## config.mk

```make
export PLATFORM = sky130hd
export DESIGN_NAME = mem_port_arbiter
export DESIGN_NICKNAME = d
export VERILOG_FILES = /design/src/rtl/mem_port_arbiter_pkg.sv /design/src/rtl/mem_port_arbiter_arb_rr2.sv /design/src/rtl/mem_port_arbiter.sv
export SDC_FILE = /design/constraint.sdc
export NUM_CORES = 1
export LEC_CHECK = 0
export BUFFER_PORTS_ARGS = -buffer_cell sky130_fd_sc_hd__buf_2
export CAP_MARGIN = 20
export CORE_MARGIN = 1
export CORE_UTILIZATION = 41
export DETAILED_ROUTE_END_ITERATION = 16
export PLACE_DENSITY = 0.77
export SETUP_SLACK_MARGIN = 0.15
export SYNTH_ARGS = -nofsm -noshare
export SYNTH_HDL_FRONTEND = slang
export SYNTH_HIERARCHICAL = 1
export SYNTH_SLANG_ARGS = --single-unit
```

## constraint.sdc

```tcl
create_clock -name CLK -period 1.68 [get_ports CLK]
set_input_delay 0.084 -clock CLK [delete_from_list [all_inputs] [get_ports CLK]]
set_output_delay 0.084 -clock CLK [all_outputs]
set_load 0.005 [all_outputs]
```

## src/rtl/mem_port_arbiter_pkg.sv

```systemverilog
// Shared definitions for the memory port arbiter: FSM states, owner
// encoding and the default abort limit for a stalled memory access.
package mem_port_arbiter_pkg;

  typedef enum logic [1:0] {
    ST_IDLE   = 2'd0,
    ST_ACCESS = 2'd1,
    ST_RESP   = 2'd2
  } state_t;

  typedef enum logic {
    OWN_CPU = 1'b0,
    OWN_DMA = 1'b1
  } owner_t;

  // Maximum ACCESS cycles without mem_ready before the access is aborted
  localparam int TIMEOUT_DEFAULT = 15;

  // Wait counter width; covers the full legal TIMEOUT range 2..255
  localparam int WAIT_W = 8;

endpackage

```

## src/rtl/mem_port_arbiter_arb_rr2.sv

```systemverilog
// Two-way round-robin selector. A lone requester always wins; when both
// request, the one that did not own the port last time is granted.
module arb_rr2
  import mem_port_arbiter_pkg::*;
(
  input  logic req_cpu,
  input  logic req_dma,
  input  logic last,
  output logic gnt_valid,
  output logic gnt
);

  // Pick the winner; gnt is only meaningful while gnt_valid is high
  always_comb begin
    gnt_valid = req_cpu | req_dma;
    gnt       = OWN_CPU;
    if (req_cpu && req_dma) begin
      gnt = (last == OWN_DMA) ? OWN_CPU : OWN_DMA;
    end else if (req_dma) begin
      gnt = OWN_DMA;
    end
  end

endmodule

```

## src/rtl/mem_port_arbiter.sv

```systemverilog
// Shares one variable-latency memory port between the multicycle CPU
// controller and the loader/DMA engine. One access is in flight at a time:
// IDLE grants a requester and latches its command, ACCESS holds the memory
// strobe until mem_ready or the wait limit, RESP pulses ack (and err on an
// abort) to the owner for one cycle. All outputs are registered.
module mem_port_arbiter
  import mem_port_arbiter_pkg::*;
#(
  parameter int DATA_W  = 32,
  parameter int ADDR_W  = 32,
  parameter int TIMEOUT = TIMEOUT_DEFAULT
) (
  input  logic              CLK,
  input  logic              rst,
  input  logic              cpu_req,
  input  logic              cpu_we,
  input  logic [ADDR_W-1:0] cpu_addr,
  input  logic [DATA_W-1:0] cpu_wdata,
  output logic [DATA_W-1:0] cpu_rdata,
  output logic              cpu_ack,
  output logic              cpu_err,
  input  logic              dma_req,
  input  logic              dma_we,
  input  logic [ADDR_W-1:0] dma_addr,
  input  logic [DATA_W-1:0] dma_wdata,
  output logic [DATA_W-1:0] dma_rdata,
  output logic              dma_ack,
  output logic              dma_err,
  output logic              mem_en,
  output logic              mem_we,
  output logic [ADDR_W-1:0] mem_addr,
  output logic [DATA_W-1:0] mem_wdata,
  input  logic [DATA_W-1:0] mem_rdata,
  input  logic              mem_ready
);

  // Counter value on the last ACCESS cycle allowed before an abort
  localparam logic [WAIT_W-1:0] LAST_WAIT = WAIT_W'(TIMEOUT - 1);

  state_t            state;
  owner_t            owner;
  owner_t            last_owner;
  logic              lat_we;
  logic [WAIT_W-1:0] wait_cnt;
  logic              gnt_valid;
  logic              gnt;

  arb_rr2 u_arb (
    .req_cpu   (cpu_req),
    .req_dma   (dma_req),
    .last      (last_owner),
    .gnt_valid (gnt_valid),
    .gnt       (gnt)
  );

  // Transaction FSM: grant and latch, drive memory, report to the owner
  always_ff @(posedge CLK) begin
    if (rst) begin
      state      <= ST_IDLE;
      owner      <= OWN_CPU;
      last_owner <= OWN_DMA;
      lat_we     <= 1'b0;
      wait_cnt   <= '0;
      mem_en     <= 1'b0;
      mem_we     <= 1'b0;
      mem_addr   <= '0;
      mem_wdata  <= '0;
      cpu_rdata  <= '0;
      cpu_ack    <= 1'b0;
      cpu_err    <= 1'b0;
      dma_rdata  <= '0;
      dma_ack    <= 1'b0;
      dma_err    <= 1'b0;
    end else begin
      case (state)
        ST_IDLE: begin
          if (gnt_valid) begin
            owner      <= owner_t'(gnt);
            last_owner <= owner_t'(gnt);
            wait_cnt   <= '0;
            mem_en     <= 1'b1;
            if (gnt == OWN_DMA) begin
              lat_we    <= dma_we;
              mem_we    <= dma_we;
              mem_addr  <= dma_addr;
              mem_wdata <= dma_wdata;
            end else begin
              lat_we    <= cpu_we;
              mem_we    <= cpu_we;
              mem_addr  <= cpu_addr;
              mem_wdata <= cpu_wdata;
            end
            state <= ST_ACCESS;
          end
        end

        ST_ACCESS: begin
          if (mem_ready) begin
            if (!lat_we) begin
              if (owner == OWN_DMA) dma_rdata <= mem_rdata;
              else                  cpu_rdata <= mem_rdata;
            end
            if (owner == OWN_DMA) dma_ack <= 1'b1;
            else                  cpu_ack <= 1'b1;
            mem_en <= 1'b0;
            mem_we <= 1'b0;
            state  <= ST_RESP;
          end else if (wait_cnt == LAST_WAIT) begin
            if (owner == OWN_DMA) begin
              dma_rdata <= '0;
              dma_ack   <= 1'b1;
              dma_err   <= 1'b1;
            end else begin
              cpu_rdata <= '0;
              cpu_ack   <= 1'b1;
              cpu_err   <= 1'b1;
            end
            mem_en <= 1'b0;
            mem_we <= 1'b0;
            state  <= ST_RESP;
          end else begin
            wait_cnt <= wait_cnt + 1'b1;
          end
        end

        ST_RESP: begin
          cpu_ack <= 1'b0;
          cpu_err <= 1'b0;
          dma_ack <= 1'b0;
          dma_err <= 1'b0;
          state   <= ST_IDLE;
        end

        default: begin
          state <= ST_IDLE;
        end
      endcase
    end
  end

endmodule

```

# Yosys cells after proc, flatten, opt, wreduce, memory -nomap -nowiden
# Index checks and enable logic that the tools add are counted.
totals:
  output_inout_bits: 134
  elab_cells: 89
  regBits: 147
  in_bits: 167
op_classes:
  n_bitwise: 2
  muxes: 46
  eq_ne: 11
  addsub: 1
  n_reduce_logical: 14
ops:
  columns: ["cell", "n"]
  rows:
  - ["32-bit two-way mux", 12]
  - ["8-bit two-way mux", 3]
  - ["1-bit two-way mux", 20]
  - ["4-bit AND reduction", 5]
  - ["8-bit case mux with 2 select lines", 1]
  - ["2-bit inequality test, second input constant", 7]
  - ["1-bit case mux with 2 select lines", 6]
  - ["8-bit by 1-bit adder with 8-bit output, second input constant", 1]
  - ["8-bit by 4-bit == test with 1-bit output, second input constant", 1]
  - ["2-bit two-way mux", 3]
  - ["2-bit AND reduction", 3]
  - ["2-bit nonzero test", 3]
  - ["2-bit case mux with 2 select lines", 1]
  - ["3-bit inequality test, second input constant", 1]
  - ["3-bit AND reduction", 1]
  - ["2-bit by 1-bit == test with 1-bit output, second input constant", 1]
  - ["2-bit == test, second input constant", 1]
  - ["2-bit zero test", 1]
  - ["1-bit logical AND", 1]
  - ["1-bit NOT", 1]
  - ["1-bit bitwise OR", 1]

# Logic depth before layout (Yosys ltp)
logic_depth:
  depth_word: 5
  ltp_mapped: 8

# Hierarchy
# Netlist, hierarchy kept.
by_module_without_submodules:
  columns: ["module", "cells_per_inst", "instances", "seq_area_each_um2", "area_per_inst_um2"]
  rows:
  - ["mem_port_arbiter", 555, 1, 2942.8, 5701.7]
  - ["arb_rr2", 2, 1, 0.0, 13.8]

# Least setup slack after synthesis
# No wires, ideal clock.
synth_timing:
  path_type: "reg-to-reg"
  start: "register state[1]"
  end: "register dma_rdata[10]"
  period_less_slack_ns: 1.773
  required_ns: 1.621
  path_buffers: 1
  t_arrival_ns: 1.714
  setup_slack_ns: -0.093
  stages_incl_launch_ff: 7
  cell_sequence: "dfxtp_1 > inv_1 > ha_1 > inv_1 > nor4_1 > clkbuf_1 > a22o_1"
synth_between:
  elab_chain_len: 2
synth_lines:
  columns: ["element", "line_no", "text"]
  rows:
  - ["from (decl)", "mem_port_arbiter.sv:40", "state_t state;"]
  - ["from (signal assigned)", "mem_port_arbiter.sv:59", "state <= ST_IDLE;"]
  - ["from (signal assigned)", "mem_port_arbiter.sv:93", "state <= ST_ACCESS;"]
  - ["from (signal assigned)", "mem_port_arbiter.sv:107", "state <= ST_RESP;"]
  - ["2-bit by 1-bit == test with 1-bit output", "mem_port_arbiter.sv:75", "case (state)"]
  - ["4-bit AND reduction (no line)", null, null]
  - ["to (signal assigned)", "mem_port_arbiter.sv:100", "if (owner == OWN_DMA) dma_rdata <= mem_rdata;"]
  - ["to (decl)", "mem_port_arbiter.sv:26", "output logic [DATA_W-1:0] dma_rdata,"]
# Every way passes these cells.
# A chain may end at the register's enable or synchronous reset.

# Worst setup path after layout
layout_timing:
  start: "register wait_cnt[5]"
  end: "register cpu_err"
layout_between:
  elab_chain_len: 3
layout_lines:
  columns: ["element", "line_no", "text"]
  rows:
  - ["from (decl)", "mem_port_arbiter.sv:44", "logic [WAIT_W-1:0] wait_cnt;"]
  - ["from (signal assigned)", "mem_port_arbiter.sv:122", "wait_cnt <= wait_cnt + 1'b1;"]
  - ["8-bit by 4-bit == test with 1-bit output", "mem_port_arbiter.sv:108", "end else if (wait_cnt == LAST_WAIT) begin"]
  - ["2-bit inequality test (no line)", null, null]
  - ["4-bit AND reduction (no line)", null, null]
  - ["to (signal assigned)", "mem_port_arbiter.sv:70", "cpu_err <= 1'b0;"]
  - ["to (signal assigned)", "mem_port_arbiter.sv:116", "cpu_err <= 1'b1;"]
  - ["to (signal assigned)", "mem_port_arbiter.sv:128", "cpu_err <= 1'b0;"]
  - ["to (decl)", "mem_port_arbiter.sv:21", "output logic cpu_err,"]
# Every way passes these cells.

==> results by group <==
Clock network
  • CTS tree: done
  • CTS Buf Count: 17
  • Clock latency on the worst-skew pair: 0.42 ns
  • Clk sinks: 147
  • H-tree depth: 4
  • Clk root buf: clkbuf_16
  • Clock slew at reported path FFs: 0.06 ns
  • Max Root-Sink Buffers: 2

Synth
  • Post-synthesis register bit count: 147
  • Syn Inst Count: 557
  • Largest area contributor in the netlist: dfxtp_1
  • Sequential share of the synthesized area: 51.5%
  • Synth cell count leaders: dfxtp_1, nor2_1, mux2i_1
  • Count of cell types in the netlist: 38
  • EDFF count, synth: 0
  • Synth top area share: 51.5%
  • Count leader, synth: dfxtp_1
  • Mapped Area: 0.00572 mm2
  • Synth warn: 6
  • Average size of a mapped cell: 10.3 um2
  • Primary FF master, synth: dfxtp_1
  • Synth area leaders: dfxtp_1, mux2i_1, a22o_1, a211oi_1, nor2_1
  • Syn nets: 729
  • Async SR Flop Fraction: 0%

Timing
  • Max Freq: 575 MHz
  • Final Hold Viols: 0
  • Slew margin rel.: 56.0%
  • Final Skew: 0.00688 ns
  • Hold_ws: 0.0164 ns
  • Final worst slack: -0.0594 ns
  • Final worst path period share: 104%
  • Measured slew at the worst slew-check pin: 0.660 ns
  • Final slew viol count: 0
  • Final min period: 1.74 ns
  • Setup-failing EPs final: 57
  • RSZ-0062 raised after global routing: true

Run
  • Max cap viols: 0

Critical path
  • Most frequent CP cell: or4_4
  • RR Startpoint: wait_cnt[5]
  • Critical path class: flip-flop to flip-flop
  • FF-to-FF End: cpu_err
  • Worst path arrival time: 2.08 ns
  • Crit path largest cell delay: 0.51 ns
  • CP Cell Sequence: or4_4 -> or2_4 -> or4_4 -> a31oi_4
  • Crit path max-delay cell type: or4_4
  • CP Launch Type: flip-flop
  • Req. time, crit path: 2.02 ns
  • R2R Setup Slk: -0.06 ns
  • Crit path max fanout: 3
  • Setup crit end kind: flip-flop
  • FF-to-FF path depth: 4

Drt
  • Routed len/inst: 16.5 um
  • Vias per cell: 5.29
  • DRC viols: 0
  • Drt pass-1 iters: 4
  • Vias: 5,960
  • Initial DRC Count: 350
  • Final ANT Viol Nets: 0
  • DRT Wirelength: 18,600 um

Outcome
  • Failing checks: setup timing
  • Outcome: finished with violations

Placement
  • GP Congestion: 0.817
  • DP HPWL: 12,200 um
  • PortBufs: 300
  • Placed cells: 1,027

Power and ir drop
  • Switching share of power: 28.9%
  • Leak: 0.00437 uW
  • VDD IR max: 0.000613 V
  • Sw Pwr: 2790 uW
  • Sequential share of power: 40.9%
  • P per Cell Area: 1040 mW/mm2
  • Clk pwr share: 36.1%
  • Internal: 6880 uW
  • Combinational cell fraction of total power: 22.9%

Floorplan
  • Initial Util: 42.7%
  • Die H: 120 um
  • Placeable Area: 0.0134 mm2
  • Cell row count: 42
  • Die width: 120 um
  • # IOs: 301
  • Die ar.: 0.0144 mm2

Global route
  • Antenna violations before repair: 0
  • First-pass GRT wire length: 28,200 um
  • Number of global-route vias before repair: 5,536
  • Tot GR Track Use: 25.0%
  • Largest net degree at the start of global routing: 56
  • Total global routing overflow: 0

Final layout
  • Filler Cell Count: 972
  • Area Growth Syn to Fin: 63.1%
  • N_diodes: 0
  • Final Non-Filler Cells: 1,126
  • Layout net count: 1,109
  • Fraction of layout cells with a size suffix above 1: 46.5%

Hold path
  • Hold path depth: 3
  • Hold WC Path Type: input pin to flip-flop
  • Hold Path End: mem_wdata[4]
  • Worst Hold Launch: cpu_wdata[4]
## per-layer routing
layer  global-route usage (%)  up-vias  routed length (um)
met5                        0        -                   0
met1                     29.3     2728                7490
li1                         -     2858                   -
met3                     5.56       43                1400
met2                     43.2      331                9170
met4                     11.3        0                 555
## metrics by stage
| step | instance area [um2] | setup WS, ns | utilization, % | TNS, ns | power [uW] |
|---|---|---|---|---|---|
| after floorplan | 5750 | 0.0282 | - | 0 | 4890 |
| after global placement | 7710 | -0.0329 | 57.5 | -1.83 | 5700 |
| after detailed placement | 7710 | -0.0698 | 57.5 | -3.39 | 5740 |
| after CTS | 9060 | -0.0622 | 67.6 | -2.70 | 9550 |
| after global routing | 9320 | -0.110 | 69.6 | -6.07 | 10100 |
| final | 9320 | -0.0594 | 69.6 | -0.999 | 9670 |
## cell families after synthesis
family                   after synthesis  synth area share (%)
AO/OA/AOI/OAI                        168                  22.5
flip-flops                           147                  51.5
multiplexers                          67                  11.7
buffers and inverters                 52                  3.63
AND/OR/NAND/NOR                      118                  9.50
adder cells (fa/ha/maj)                5                  1.09
## state kept, by name (all words and copies together), names as in the netlist
signal / count
cpu_err: 1
lat_we: 1
dma_err: 1
dma_ack: 1
cpu_rdata: 32
mem_en: 1
mem_wdata: 32
mem_addr: 32
owner: 1
last_owner: 1
state: 2
mem_we: 1
wait_cnt: 8
cpu_ack: 1
dma_rdata: 32
## cell usage in the layout, fill, tap and decap left out, types with 4 or more instances in the layout
master         count
buf_2            300
dfxtp_1          142
mux2i_1           67
nor2_1            65
a22o_1            64
a211oi_1          55
dlygate4sd3_1     50
buf_4             27
clkbuf_16         18
a211oi_2          11
buf_12            11
buf_6             11
nand2_1            9
a31oi_1            8
nand2b_1           7
clkinvlp_4         6
nor2_2             5
a21oi_1            5
nand3_1            5
dfxtp_2            5
clkinv_4           4
## timing repair
action,CTS,global route
pin swaps,5,30
buffers inserted,7,4
cloned,5,1
hold buffers,50,0
hold endpoints to repair,76,0
endpoints found under the setup margin,106,106
gates resized for setup,29,49
## worst max-delay path, delay by kind of cell, from the launching register on
kind	cells	cell delay, ns
simple gates	3	1.19
compound gates	1	0.16
flops	1	0.32
## power by group through the flow
stage | Combinational, uW | Clock, uW | Sequential, uW
after global routing | 2380 | 3700 | 3990
after CTS | 2060 | 3550 | 3940
after global placement | 1700 | 0 | 4010
after detailed placement | 1720 | 0 | 4010
after floorplan | 846 | 0 | 4040
final | 2220 | 3490 | 3960
## final cells by class
cell class / instances / area, um2 / area share (%)
sequential: 147 / 2950 / 31.6
multi-input combinational: 359 / 2870 / 30.7
timing repair buffer: 405 / 2700 / 29.0
clock buffer: 17 / 425 / 4.56
tap: 176 / 220 / 2.36
clock inverter: 15 / 126 / 1.36
inverter: 7 / 32.5 / 0.349
## how the worst max path moves through the flow
| stage | slack (ns) | from | end |
|---|---|---|---|
| global placement | -0.03 | wait_cnt[5] | cpu_rdata[10] |
| CTS | -0.06 | wait_cnt[5] | cpu_err |
| global route | -0.11 | wait_cnt[5] | cpu_rdata[20] |
| finish | -0.06 | wait_cnt[5] | cpu_err |
| floorplan | 0.03 | wait_cnt[5] | dma_err |
| detailed placement | -0.07 | wait_cnt[5] | cpu_err |
No activity file was read; power rests on OpenSTA's default activity.
